--- src/rtl/unit_control_mc.sv ---
// unit_control_mc -- multi-cycle instruction control unit.
//
// Walks each instruction through IF -> ID -> EX -> (MEM) -> WB and drives the
// datapath controls for the current phase. HALT is entered on an all-ones
// instruction class and is left only by reset.
//
// Ports
//   CLK, RESET_N        clock (rising edge), asynchronous active-low reset
//   instr_type [TYPEW]  instruction class ("type" is a reserved word in SV)
//   op [OPW]            instruction opcode
//   IM_READY, DM_READY  instruction / data memory done
//   STALL               freeze request (ignored in HALT)
//   TAKEN               branch flag-test result, sampled on leaving EX
//   OP_ALU, OP_TF, OP_SE, S_MXSE   EX-phase datapath controls (held after EX)
//   S_MXRB, S_MXPC                 WB-phase datapath selects (held after WB)
//   W_IM, W_DM, W_RB, W_PC, W_RF   write strobes, live only in their own state
//   STATE_O, HALTED                current state code, high in HALT
module unit_control_mc #(
    parameter int              OPW      = 5,
    parameter int              TYPEW    = 3,
    parameter logic [OPW-1:0]  ALU_PASS = OPW'(5'b10011)
) (
    input  logic             CLK,
    input  logic             RESET_N,
    input  logic [TYPEW-1:0] instr_type,
    input  logic [OPW-1:0]   op,
    input  logic             IM_READY,
    input  logic             DM_READY,
    input  logic             STALL,
    input  logic             TAKEN,
    output logic [OPW-1:0]   OP_ALU,
    output logic [2:0]       OP_TF,
    output logic             OP_SE,
    output logic             S_MXSE,
    output logic [1:0]       S_MXRB,
    output logic             S_MXPC,
    output logic             W_IM,
    output logic             W_DM,
    output logic             W_RB,
    output logic             W_PC,
    output logic [2:0]       W_RF,
    output logic [2:0]       STATE_O,
    output logic             HALTED
);

    typedef enum logic [2:0] {
        S_IF   = 3'd0,
        S_ID   = 3'd1,
        S_EX   = 3'd2,
        S_MEM  = 3'd3,
        S_WB   = 3'd4,
        S_HALT = 3'd5
    } state_t;

    localparam logic [TYPEW-1:0] T_BR  = '0;
    localparam logic [TYPEW-1:0] T_ALU = TYPEW'(1);
    localparam logic [TYPEW-1:0] T_IMM = TYPEW'(2);
    localparam logic [TYPEW-1:0] T_MEM = TYPEW'(4);
    localparam logic [TYPEW-1:0] T_JMP = TYPEW'(6);
    localparam logic [OPW-1:0]   OP_MSB_ONLY = OPW'(1) << (OPW - 1);

    state_t state_q, state_d;

    // WB-side shadow, captured on leaving ID
    logic [1:0] sh_mxrb_q, sh_mxrb_d;
    logic       sh_wrb_q,  sh_wrb_d;
    logic [2:0] sh_wrf_q,  sh_wrf_d;
    logic       sh_store_q, sh_store_d;
    logic       sh_br_q,   sh_br_d;
    logic       sh_mem_q,  sh_mem_d;

    // EX-side controls, also captured on leaving ID; they drive the outputs
    // directly so they naturally hold their value after EX.
    logic [OPW-1:0] op_alu_q, op_alu_d;
    logic [2:0]     op_tf_q,  op_tf_d;
    logic           op_se_q,  op_se_d;
    logic           mxse_q,   mxse_d;

    // WB selects, loaded on entry to WB and held afterwards
    logic [1:0] mxrb_q, mxrb_d;
    logic       mxpc_q, mxpc_d;

    // Decode of the instruction currently presented
    logic [OPW-1:0] dec_op_alu;
    logic [2:0]     dec_op_tf, dec_wrf;
    logic [1:0]     dec_mxrb;
    logic           dec_op_se, dec_mxse, dec_wrb, dec_store, dec_br;

    always_comb begin
        dec_op_alu = op;
        dec_op_tf  = 3'b111;
        dec_op_se  = 1'b0;
        dec_mxse   = 1'b0;
        dec_mxrb   = 2'd0;
        dec_wrb    = 1'b0;
        dec_wrf    = 3'd0;
        dec_store  = 1'b0;
        dec_br     = 1'b0;
        if (instr_type == T_ALU) begin
            dec_wrb  = 1'b1;
            dec_mxrb = 2'd2;
            if (op == '1)                          dec_wrf = 3'd0;
            else if (op == OP_MSB_ONLY)            dec_wrf = 3'd1;
            else if (op[OPW-1:OPW-2] == 2'b01)     dec_wrf = 3'd3;
            else if (op[OPW-1:OPW-2] == 2'b00)     dec_wrf = 3'd4;
            else                                   dec_wrf = 3'd2;
        end else if (instr_type == T_IMM) begin
            dec_op_se = 1'b1;
            dec_mxse  = 1'b1;
            dec_wrb   = 1'b1;
            dec_mxrb  = 2'd2;
        end else if (instr_type == T_MEM) begin
            if (op[OPW-1]) begin
                dec_store = 1'b1;
            end else begin
                dec_wrb  = 1'b1;
                dec_mxrb = 2'd1;
            end
        end else if (instr_type == T_BR || instr_type == T_JMP) begin
            dec_op_alu = ALU_PASS;
            dec_op_tf  = {op[2], op[3], op[4]};
            dec_br     = 1'b1;
            if (instr_type == T_BR) dec_mxse = 1'b1;
            else                    dec_wrb  = ({op[2], op[3], op[4]} == 3'b011);
        end
    end

    always_comb begin
        state_d    = state_q;
        sh_mxrb_d  = sh_mxrb_q;
        sh_wrb_d   = sh_wrb_q;
        sh_wrf_d   = sh_wrf_q;
        sh_store_d = sh_store_q;
        sh_br_d    = sh_br_q;
        sh_mem_d   = sh_mem_q;
        op_alu_d   = op_alu_q;
        op_tf_d    = op_tf_q;
        op_se_d    = op_se_q;
        mxse_d     = mxse_q;
        mxrb_d     = mxrb_q;
        mxpc_d     = mxpc_q;

        case (state_q)
            S_IF:    if (IM_READY) state_d = S_ID;
            S_ID:    state_d = (instr_type == '1) ? S_HALT : S_EX;
            S_EX:    state_d = sh_mem_q ? S_MEM : S_WB;
            S_MEM:   if (DM_READY) state_d = S_WB;
            S_WB:    state_d = S_IF;
            S_HALT:  state_d = S_HALT;
            default: state_d = S_IF;
        endcase

        // Stall overrides every transition; HALT is sticky anyway.
        if (STALL && state_q != S_HALT) state_d = state_q;

        if (state_q == S_ID && state_d != S_ID) begin
            sh_mxrb_d  = dec_mxrb;
            sh_wrb_d   = dec_wrb;
            sh_wrf_d   = dec_wrf;
            sh_store_d = dec_store;
            sh_br_d    = dec_br;
            sh_mem_d   = (instr_type == T_MEM);
            op_alu_d   = dec_op_alu;
            op_tf_d    = dec_op_tf;
            op_se_d    = dec_op_se;
            mxse_d     = dec_mxse;
        end

        // Branches always reach WB straight from EX, so TAKEN here is the
        // value present in the last EX cycle.
        if (state_d == S_WB && state_q != S_WB) begin
            mxrb_d = sh_mxrb_q;
            mxpc_d = sh_br_q & TAKEN;
        end
    end

    always_ff @(posedge CLK or negedge RESET_N) begin
        if (!RESET_N) begin
            state_q    <= S_IF;
            sh_mxrb_q  <= '0;
            sh_wrb_q   <= 1'b0;
            sh_wrf_q   <= '0;
            sh_store_q <= 1'b0;
            sh_br_q    <= 1'b0;
            sh_mem_q   <= 1'b0;
            op_alu_q   <= '0;
            op_tf_q    <= '0;
            op_se_q    <= 1'b0;
            mxse_q     <= 1'b0;
            mxrb_q     <= '0;
            mxpc_q     <= 1'b0;
        end else begin
            state_q    <= state_d;
            sh_mxrb_q  <= sh_mxrb_d;
            sh_wrb_q   <= sh_wrb_d;
            sh_wrf_q   <= sh_wrf_d;
            sh_store_q <= sh_store_d;
            sh_br_q    <= sh_br_d;
            sh_mem_q   <= sh_mem_d;
            op_alu_q   <= op_alu_d;
            op_tf_q    <= op_tf_d;
            op_se_q    <= op_se_d;
            mxse_q     <= mxse_d;
            mxrb_q     <= mxrb_d;
            mxpc_q     <= mxpc_d;
        end
    end

    assign OP_ALU  = op_alu_q;
    assign OP_TF   = op_tf_q;
    assign OP_SE   = op_se_q;
    assign S_MXSE  = mxse_q;
    assign S_MXRB  = mxrb_q;
    assign S_MXPC  = mxpc_q;
    // State sits in IF during reset; gate so every output reads 0 then.
    assign W_IM    = RESET_N && (state_q == S_IF);
    assign W_DM    = (state_q == S_MEM) && sh_store_q;
    assign W_RB    = (state_q == S_WB) && sh_wrb_q;
    assign W_PC    = (state_q == S_WB);
    assign W_RF    = (state_q == S_WB) ? sh_wrf_q : 3'd0;
    assign STATE_O = state_q;
    assign HALTED  = (state_q == S_HALT);

endmodule

--- config.mk ---
export PLATFORM = sky130hd
export DESIGN_NAME = unit_control_mc
export DESIGN_NICKNAME = d
export VERILOG_FILES = /design/src/rtl/unit_control_mc.sv
export SDC_FILE = /design/constraint.sdc
export NUM_CORES = 1
export LEC_CHECK = 0
export BUFFER_PORTS_ARGS = -buffer_cell sky130_fd_sc_hd__buf_2
export CAP_MARGIN = 20
export CORE_MARGIN = 3
export CORE_UTILIZATION = 40
export DETAILED_ROUTE_END_ITERATION = 6
export PLACE_DENSITY = 0.67
export SYNTH_ARGS = -nofsm -noshare
export SYNTH_HDL_FRONTEND = slang
export SYNTH_SLANG_ARGS = --single-unit
--- constraint.sdc ---
create_clock -name CLK -period 1.3 [get_ports CLK]
set_input_delay 0.13 -clock CLK [delete_from_list [all_inputs] [get_ports CLK]]
set_output_delay 0.13 -clock CLK [all_outputs]
set_load 0.05 [all_outputs]
==> results.ini, run 1 <==
[timing]
fin_ws_ps=-260
worst_slew_pin_slew_ps=330
rsz0062_at_grt=true
tns_ps=-3780
setup_viol=32
fin_skew_ps=6.76
fmax_mhz=641
post-route-min-period_ps=1560
final_max_slew_viol_count=0
holdWs_ps=27.8
finalCritPeriodShare=1.20
finalHoldViolCount=0
max_slew_margin=0.780

[detailed_routing]
drtIter0Drc=31
drc=0
wl_per_cell_microns=16.3
first_pass_iters=4
vias=1257
routed_wl_microns=3960
vias_per_cell=5.17
drtAntennaViolNets=0

[clock_tree]
cts_buffer_depth=2
cts_root_buf=clkbuf_4
cts_tree=yes
clk-insertion-delay-late_ps=320
cts_sinks=25
cts.clk_slew.worst_paths_ps=150
cts_inserted_buffers=3
h-tree-depth=1

[pwr]
seqPwrFrac=0.268
switching_share=0.490
switchingPower_mw=2.50
power_leakage_nw=1.01
ir_drop_mv=1.40
internal_power_mw=2.61
p_clk_frac=0.072
power.density_mw_per_mm2=2360
power.share.combinational=0.661

[synth]
yosysTopAreaCell=dfrtp_1
synth.distinct_cells=33
yosysWarnings=0
yosysMostFrequentCell=nand2_1
synth-seq-cells=25
netlist_area_sq_mm=0.00126
ys_top_cells_by_area=dfrtp_1 50%, nand2_1 8.6%, a21oi_1 3.2%
ys.flop_type=dfrtp_1
syn_area_per_cell_sq_um=9.20
async_reset_ff_frac=1.00
yosysSeqAreaShare=0.497
synth_top_area_frac=0.497
synthCells=137
synth_edf_count=0
synth_commonest_cells=29 x nand2_1, 25 x dfrtp_1, 8 x a21oi_1, 8 x nor2_1
syn-num-nets=151

[worst_setup_path]
crit_type=flop to output port
cp_max_fo=5
reg2regPathDepth=7
arrival_ps=1430
end_kind=output port
worst_ep_required_time_ps=1170
critPathLaunch=STATE_O[1]
reg2reg_setup_slack_ps=-140
start_kind=flop
critPathCapture=W_RF[2]
r2r-end=OP_ALU[4]
r2r_start=STATE_O[1]

[global_routing]
grt_pass1_vias=1231
grt_usage=0.185
antenna_found_initial=0
grt_max_degree=26
grt_overflow=0
grt_first_pass_wirelength_microns=5820

[floorplan]
initial_core_util=0.438
dieArea_sq_mm=0.00386
rows=19
die_h_microns=62.1
fp.dieW_microns=62.1
coreArea_sq_mm=0.00288
io_pins=38

[finish]
nFillCells=181
syn_to_final_growth_pct=71.7
nets=216
drive_gt1_frac=0.577
final_area_sq_mm=0.00216
n_antenna_cell=0

[min_path]
hp-class=input port to flop
min_path_cells=3

[outcome]
violations=negative setup slack
status=complete, but fails checks

[place]
hpwl_microns=2170
postPlaceCellArea_sq_mm=0.00156
place.gp.congestion=0.874
port_buffers=37

[run]
max-cap-violations=0

-- cells in the final DEF (no fill, tap or decap), drive strengths merged, types with 2 or more instances in the layout --
cell,n
a21oi,8
and2,6
buf,65
clkbuf,3
dfrtp,25
inv,3
mux2,2
mux2i,2
nand2,33
nand2b,4
nand3,6
nor2,8
nor2b,3
nor3,2
nor3b,3
o21ai,12
o31ai,3
xnor2,2
-- sequential cells by signal, summed over array words and instances (netlist names) --
name	flops
OP_TF	3
sh_mem_q	1
sh_wrf_q	3
OP_SE	1
sh_mxrb_q	2
sh_br_q	1
OP_ALU	5
S_MXPC	1
STATE_O	3
S_MXSE	1
S_MXRB	2
sh_wrb_q	1
sh_store_q	1
-- worst min path at each step --
stage | startpoint | to | slack (ps)
6_report | TAKEN | S_MXPC | 30
5_1_grt | TAKEN | S_MXPC | -4
4_1_cts | TAKEN | S_MXPC | 20
3_5_place_dp | RESET_N | S_MXRB[0] | 170
3_3_place_gp | RESET_N | S_MXPC | 170
2_1_floorplan | RESET_N | OP_ALU[0] | -170
-- power groups by stage --
stage | sequential [mW] | clock, mW | combinational, mW
after detailed placement | 1.35 | 0 | 2.16
after global routing | 1.41 | 0.421 | 3.55
after floorplan | 2.05 | 0 | 1.01
after global placement | 1.34 | 0 | 2.13
after CTS | 1.33 | 0.371 | 2.80
final | 1.37 | 0.366 | 3.38
-- worst max-delay path, stage by stage (launching register included) --
cell	delay [ps]
dfrtp_2	490
nor3b_4	280
and2_4	200
buf_8	140
-- cell families (layout without fill, tap and decap cells) --
group | after synthesis | in the layout | share of synthesized area
AOI/OAI and AO/OA | 30 | 30 | 0.145
xor gates and xnor gates | 2 | 2 | 0.0139
buffers and inverters | 12 | 73 | 0.0546
DFF | 25 | 25 | 0.497
muxes | 4 | 4 | 0.0338
and+or+nand+nor | 64 | 67 | 0.256
-- through the flow --
step / utilization / std cells / power, mW / setup WS [ps]
2_1_floorplan: - / 137 / 3.06 / -454
3_3_place_gp: 0.543 / 214 / 3.47 / 18.7
3_5_place_dp: 0.543 / 214 / 3.51 / -32.7
4_1_cts: 0.662 / 232 / 4.51 / -241
5_1_grt: 0.752 / 243 / 5.38 / -350
6_report: 0.752 / 243 / 5.11 / -260
-- area by class of cell --
cell class              instances  area (sq um)  share of cell area
well taps                      42          52.6              0.0243
clock inverters                 1          7.51             0.00347
repair buffers                 66           601               0.278
flip-flops and latches         25           629               0.291
multi-input cells             103           840               0.388
clock buffers                   3          22.5              0.0104
inverters                       3          11.3             0.00521
-- repair_timing --
action,4_1_cts,5_1_grt
cloned,2,1
endpoints found under the setup margin,18,36
buffers inserted,11,11
hold buffers,1,0
pin swaps,10,10
hold endpoints to repair,25,0
gates resized for setup,45,43
-- per-layer routing --
metal | global-route usage | wire length, microns | share of wire | up-vias
met1 | 0.227 | 1600 | 0.41 | 614
met2 | 0.332 | 2120 | 0.53 | 38
met4 | 0.0663 | 74 | 0.019 | 0
met5 | 0 | 0 | 0 | -
li1 | - | - | - | 597
met3 | 0.0252 | 162 | 0.041 | 8
Power figures use the tool's default switching activity.
==> run 2: changes to the inputs <==
- MAX_ROUTING_LAYER: unset -> met4
==> run 2 against run 1 <==
The flow still finishes with violations (negative setup slack). Total power decreased by 0.57%. Combinational power decreased by 1%. Sequential share of layout area up 0.15 points. Largest cell class unchanged. Fmax is 0.29% lower. Highest routed layer unchanged. Register-to-register slack barely moved. Critical path depth unchanged. Die area is the same.
==> results.ini, run 2 (synthesis results as in run 1) <==
[outcome]
status=complete, but fails checks
violations=negative setup slack

[floorplan]
die_h_microns=62.1  ; unchanged
io_pins=38  ; unchanged
dieArea_sq_mm=0.00386  ; unchanged
initial_core_util=0.438  ; unchanged
fp.dieW_microns=62.1  ; unchanged
rows=19  ; unchanged
coreArea_sq_mm=0.00288  ; unchanged

[clock_tree]
cts_root_buf=clkbuf_4
clk-insertion-delay-late_ps=330  ; about the same
cts_sinks=25  ; unchanged
h-tree-depth=1  ; unchanged
cts.clk_slew.worst_paths_ps=150  ; about the same
cts_buffer_depth=2  ; unchanged
cts_tree=yes
cts_inserted_buffers=3  ; unchanged

[global_routing]
antenna_found_initial=0  ; unchanged
grt_overflow=0  ; unchanged
grt_first_pass_wirelength_microns=5820  ; +0.12%
grt_usage=0.191  ; +0.00527
grt_pass1_vias=1235  ; +0.32%
grt_max_degree=26  ; unchanged

[worst_setup_path]
reg2reg_setup_slack_ps=-140  ; about the same
start_kind=flop
crit_type=flop to output port
end_kind=output port
worst_ep_required_time_ps=1170  ; about the same
cp_max_fo=5  ; unchanged
reg2regPathDepth=7  ; unchanged
arrival_ps=1430  ; about the same

[detailed_routing]
routed_wl_microns=3970  ; +0.28%
drtIter0Drc=53  ; +71%
wl_per_cell_microns=16.3  ; +0.28%
vias_per_cell=5.22  ; +0.95%
drc=0  ; unchanged
first_pass_iters=4  ; unchanged
vias=1269  ; +0.95%
drtAntennaViolNets=0  ; unchanged

[timing]
max_slew_margin=0.781  ; +0.00106
finalHoldViolCount=0  ; unchanged
final_max_slew_viol_count=0  ; unchanged
worst_slew_pin_slew_ps=329  ; -1.59 ps
finalCritPeriodShare=1.20  ; +0.00347
post-route-min-period_ps=1560  ; +4.52 ps
setup_viol=33  ; +3.1%
rsz0062_at_grt=true
fmax_mhz=639  ; -0.29%
fin_ws_ps=-265  ; -4.52 ps
holdWs_ps=22.8  ; -4.97 ps
fin_skew_ps=6.88  ; +0.122 ps

[finish]
utilization=0.748  ; -0.00392
largest_reg_flops=5  ; unchanged
drive_gt1_frac=0.577  ; unchanged
layout_common_cells=26 x buf_2, 22 x dfrtp_1, 19 x nand2_1, 13 x buf_6, 13 x buf_4
syn_to_final_growth_pct=70.8
mostFrequentLayoutCell=buf_2
nets=216  ; unchanged
nFillCells=184  ; +1.7%
n_antenna_cell=0  ; unchanged

[pwr]
power_leakage_nw=1.01  ; -0.29%
ir_drop_mv=1.39  ; -0.31%
power.density_mw_per_mm2=2360  ; about the same

[run]
max-cap-violations=0  ; unchanged

[place]
place.gp.congestion=0.888  ; +1.6%
port_buffers=37  ; unchanged
hpwl_microns=2170  ; unchanged

[min_path]
min_path_cells=3  ; unchanged
hp-class=input port to flop

run 2: cell counts in the layout (fill, tap and decap cells not counted):
No cell type changed its count.
run 2: worst paths after layout:
check,start,endpoint
min in group asynchronous,RESET_N,STATE_O[2]
max reg2reg,STATE_O[1],OP_ALU[4]
min reg2reg,OP_ALU[2],OP_ALU[2]
max,STATE_O[1],W_RB
max in group asynchronous,RESET_N,STATE_O[0]
min,TAKEN,S_MXPC
run 2: area by class of cell:
class,instances,area [sq um],share of cell area
Clock inverter,1,7.51,0.00349
Multi-Input combinational cell,103,840,0.390
Clock buffer,3,22.5,0.0105
Inverter,3,11.3,0.00523
Timing Repair Buffer,66,589,0.274
Tap cell,42,52.6,0.0244
Sequential cell,25,629,0.292
run 2: through the flow:
step | setup TNS (ps) | power [mW] | cell area, sq um | std cells | setup WS [ps]
final | -3850 | 5.08 | 2150 | 243 | -265
after global routing | -5500 | 5.35 | 2150 | 243 | -367
after CTS | -2960 | 4.51 | 1910 | 232 | -241
after global placement | 0 | 3.47 | 1560 | 214 | 18.7
after floorplan | -3500 | 3.06 | 1360 | 137 | -454
after detailed placement | -95.3 | 3.51 | 1560 | 214 | -32.7
run 2: power breakdown:
part / leakage [nW] / internal (mW) / switching [mW]
logic: 0.679 / 1.36 / 1.98
clock network: 0.0139 / 0.118 / 0.255
registers: 0.318 / 1.10 / 0.270
run 2: worst max-delay path: stages, from the launching register on:
cell and delay, ps:
dfrtp_2 490, nor3b_4 280, and2_4 200, buf_8 140
run 2: what timing repair did:
| action | 4_1_cts | 5_1_grt |
|---|---|---|
| gates resized for setup | 45 | 40 |
| setup endpoints to repair | 18 | 36 |
| pin swaps | 10 | 10 |
| hold buffers | 1 | 0 |
| gates cloned | 2 | 1 |
| endpoints found under the hold margin | 25 | 0 |
| setup buffers | 11 | 11 |
run 2: layer usage:
metal | up-vias | track usage | share of wire
li1 | 598 | - | -
met1 | 619 | 0.230 | 0.40
met2 | 44 | 0.331 | 0.53
met3 | 8 | 0.0216 | 0.050
met4 | 0 | 0.0663 | 0.018
met5 | - | - | 0
==> run 3: changes to the inputs <==
- CAP_MARGIN: 20 -> unset
- CORE_ASPECT_RATIO: unset -> 0.9
- MAX_ROUTING_LAYER: met4 -> unset
==> run 3 against run 2 <==
The flow still finishes with violations (negative setup slack). Fmax is essentially flat. Sequential power barely moved. Clock skew grew 5.9 ps. Critical path depth is the same. Die area about the same. Critical path type unchanged. Largest power group unchanged.
==> results.ini, run 3 (synthesis results as in run 1) <==
[clock_tree]
cts_inserted_buffers=3  ; unchanged
h-tree-depth=1  ; unchanged
cts.clk_slew.worst_paths_ps=140  ; about the same
clk-insertion-delay-late_ps=320  ; about the same
cts_tree=yes
cts_root_buf=clkbuf_4
cts_buffer_depth=2  ; unchanged
cts_sinks=25  ; unchanged

[detailed_routing]
first_pass_iters=4  ; unchanged
drc=0  ; unchanged
vias=1242  ; -2.1%
drtIter0Drc=51  ; -3.8%
routed_wl_microns=3690  ; -7.0%
wl_per_cell_microns=15.8  ; -3.0%
drtAntennaViolNets=0  ; unchanged
vias_per_cell=5.33  ; +2.1%

[pwr]
switching_share=0.494  ; +0.00160
internal_power_mw=2.44  ; -5.2%
power.share.combinational=0.644  ; -0.013
ir_drop_mv=1.38  ; -0.52%
switchingPower_mw=2.39  ; -4.6%
p_clk_frac=0.073  ; about the same
power_leakage_nw=0.990  ; -2.1%
power.density_mw_per_mm2=2340  ; -0.79%
power.total_mw=4.83  ; -4.9%
seqPwrFrac=0.283  ; +0.014

[worst_setup_path]
worst_ep_required_time_ps=1170  ; about the same
reg2regPathDepth=6  ; -1
start_kind=flop
cp_max_fo=5  ; unchanged
arrival_ps=1440  ; about the same
end_kind=output port
crit_type=flop to output port

[floorplan]
coreArea_sq_mm=0.00288  ; +0.22%
fp.dieW_microns=65.2  ; +4.9%
io_pins=38  ; unchanged
initial_core_util=0.437  ; -0.000951
rows=18  ; -1
die_h_microns=59.2  ; -4.6%
dieArea_sq_mm=0.00386  ; about the same

[place]
place_inst=213  ; -0.47%
place.gp.congestion=0.815  ; -8.3%
port_buffers=37  ; unchanged
postPlaceCellArea_sq_mm=0.00158  ; +1.1%
hpwl_microns=2120  ; -2.2%

[finish]
finalNonFillerCells=233  ; -4.1%
final_area_sq_mm=0.00206  ; -4.2%
utilization=0.715  ; -0.0329
nets=208  ; -3.7%
layout_common_cells=28 x buf_2, 24 x nand2_1, 22 x dfrtp_1, 13 x buf_6
drive_gt1_frac=0.554  ; -0.0227
n_antenna_cell=0  ; unchanged
mostFrequentLayoutCell=buf_2
largest_reg_flops=5  ; unchanged
syn_to_final_growth_pct=63.7

[timing]
finalHoldViolCount=0  ; unchanged
setup_viol=34  ; +3.0%
post-route-min-period_ps=1570  ; +0.917 ps
worst_slew_pin_slew_ps=356  ; +27.6 ps
max_slew_margin=0.762  ; -0.0189
final_max_slew_viol_count=0  ; unchanged
fin_skew_ps=12.8  ; +5.91 ps
fmax_mhz=639  ; about the same
rsz0062_at_grt=true
fin_ws_ps=-265  ; -0.917 ps
finalCritPeriodShare=1.20  ; about the same

[global_routing]
grt_pass1_vias=1169  ; -5.3%
grt_overflow=0  ; unchanged
antenna_found_initial=0  ; unchanged
grt_usage=0.194  ; +0.00346
grt_max_degree=26  ; unchanged
grt_first_pass_wirelength_microns=5840  ; +0.24%

[min_path]
min_path_cells=3  ; unchanged
hp-class=input port to flop

[outcome]
status=complete, but fails checks
violations=negative setup slack

[run]
max-cap-violations=0  ; unchanged

[run 3: changes by cell type in the layout (fill, tap and decap cells not counted), sizes merged]
| cell | previous run | this run |
|---|---|---|
| buf | 65 | 58 |
| clkbuf | 3 | 4 |
| clkinvlp | 1 | 0 |
| nand2 | 33 | 32 |
[run 3: critical path, stage by stage, from the launching register on]
cell     delay (ps)
dfrtp_2         480
nor3b_4         290
and2_4          200
buf_8           140
[run 3: metal layers]
layer  vias up  share of wire  track usage
met2        37           0.50        0.323
li1        583              -            -
met5         -              0            0
met1       620           0.45        0.277
met4         0         0.0027       0.0178
met3         2          0.047       0.0342
[run 3: path summary, 6_finish.rpt]
path | from | endpoint | slack, ps
max in group asynchronous | RESET_N | STATE_O[2] | 690
worst min register to register | OP_TF[2] | OP_TF[2] | 490
worst max-delay path | STATE_O[1] | W_RF[1] | -270
worst max register to register | STATE_O[1] | sh_wrf_q[2] | -190
worst min-delay path | TAKEN | S_MXPC | 40
min in group asynchronous | RESET_N | STATE_O[0] | 350
[run 3: final cells by class]
cell class | instances | area, sq um
clock buffer | 4 | 26.3
fill | 224 | 821
inverter | 3 | 11.3
multi-input combinational | 102 | 826
sequential | 25 | 629
tap | 40 | 50.0
timing repair buffer | 59 | 519
[run 3: timing repair]
action / CTS / global route
endpoints found under the setup margin: 23 / 34
buffers inserted: 9 / 4
cloned: 2 / 0
endpoints found under the hold margin: 25 / 0
hold buffers: 1 / 0
resized for setup: 48 / 23
pin swaps: 13 / 9
[run 3: metrics by stage]
step	TNS [ps]	setup slack, ps	hold slack [ps]
floorplan	-3500	-454	-166
global placement	0	21.5	150
detailed placement	-310	-106	160
CTS	-3160	-261	32.0
global route	-6360	-343	39.7
finish	-4690	-265	36.5
[run 3: power by group through the flow]
stage          Clock (mW)  Combinational [mW]  Sequential, mW
4_1_cts             0.361                2.78            1.34
5_1_grt             0.390                3.29            1.40
3_5_place_dp            0                2.19            1.36
3_3_place_gp            0                2.16            1.34
2_1_floorplan           0                1.01            2.05
6_report            0.353                3.11            1.37
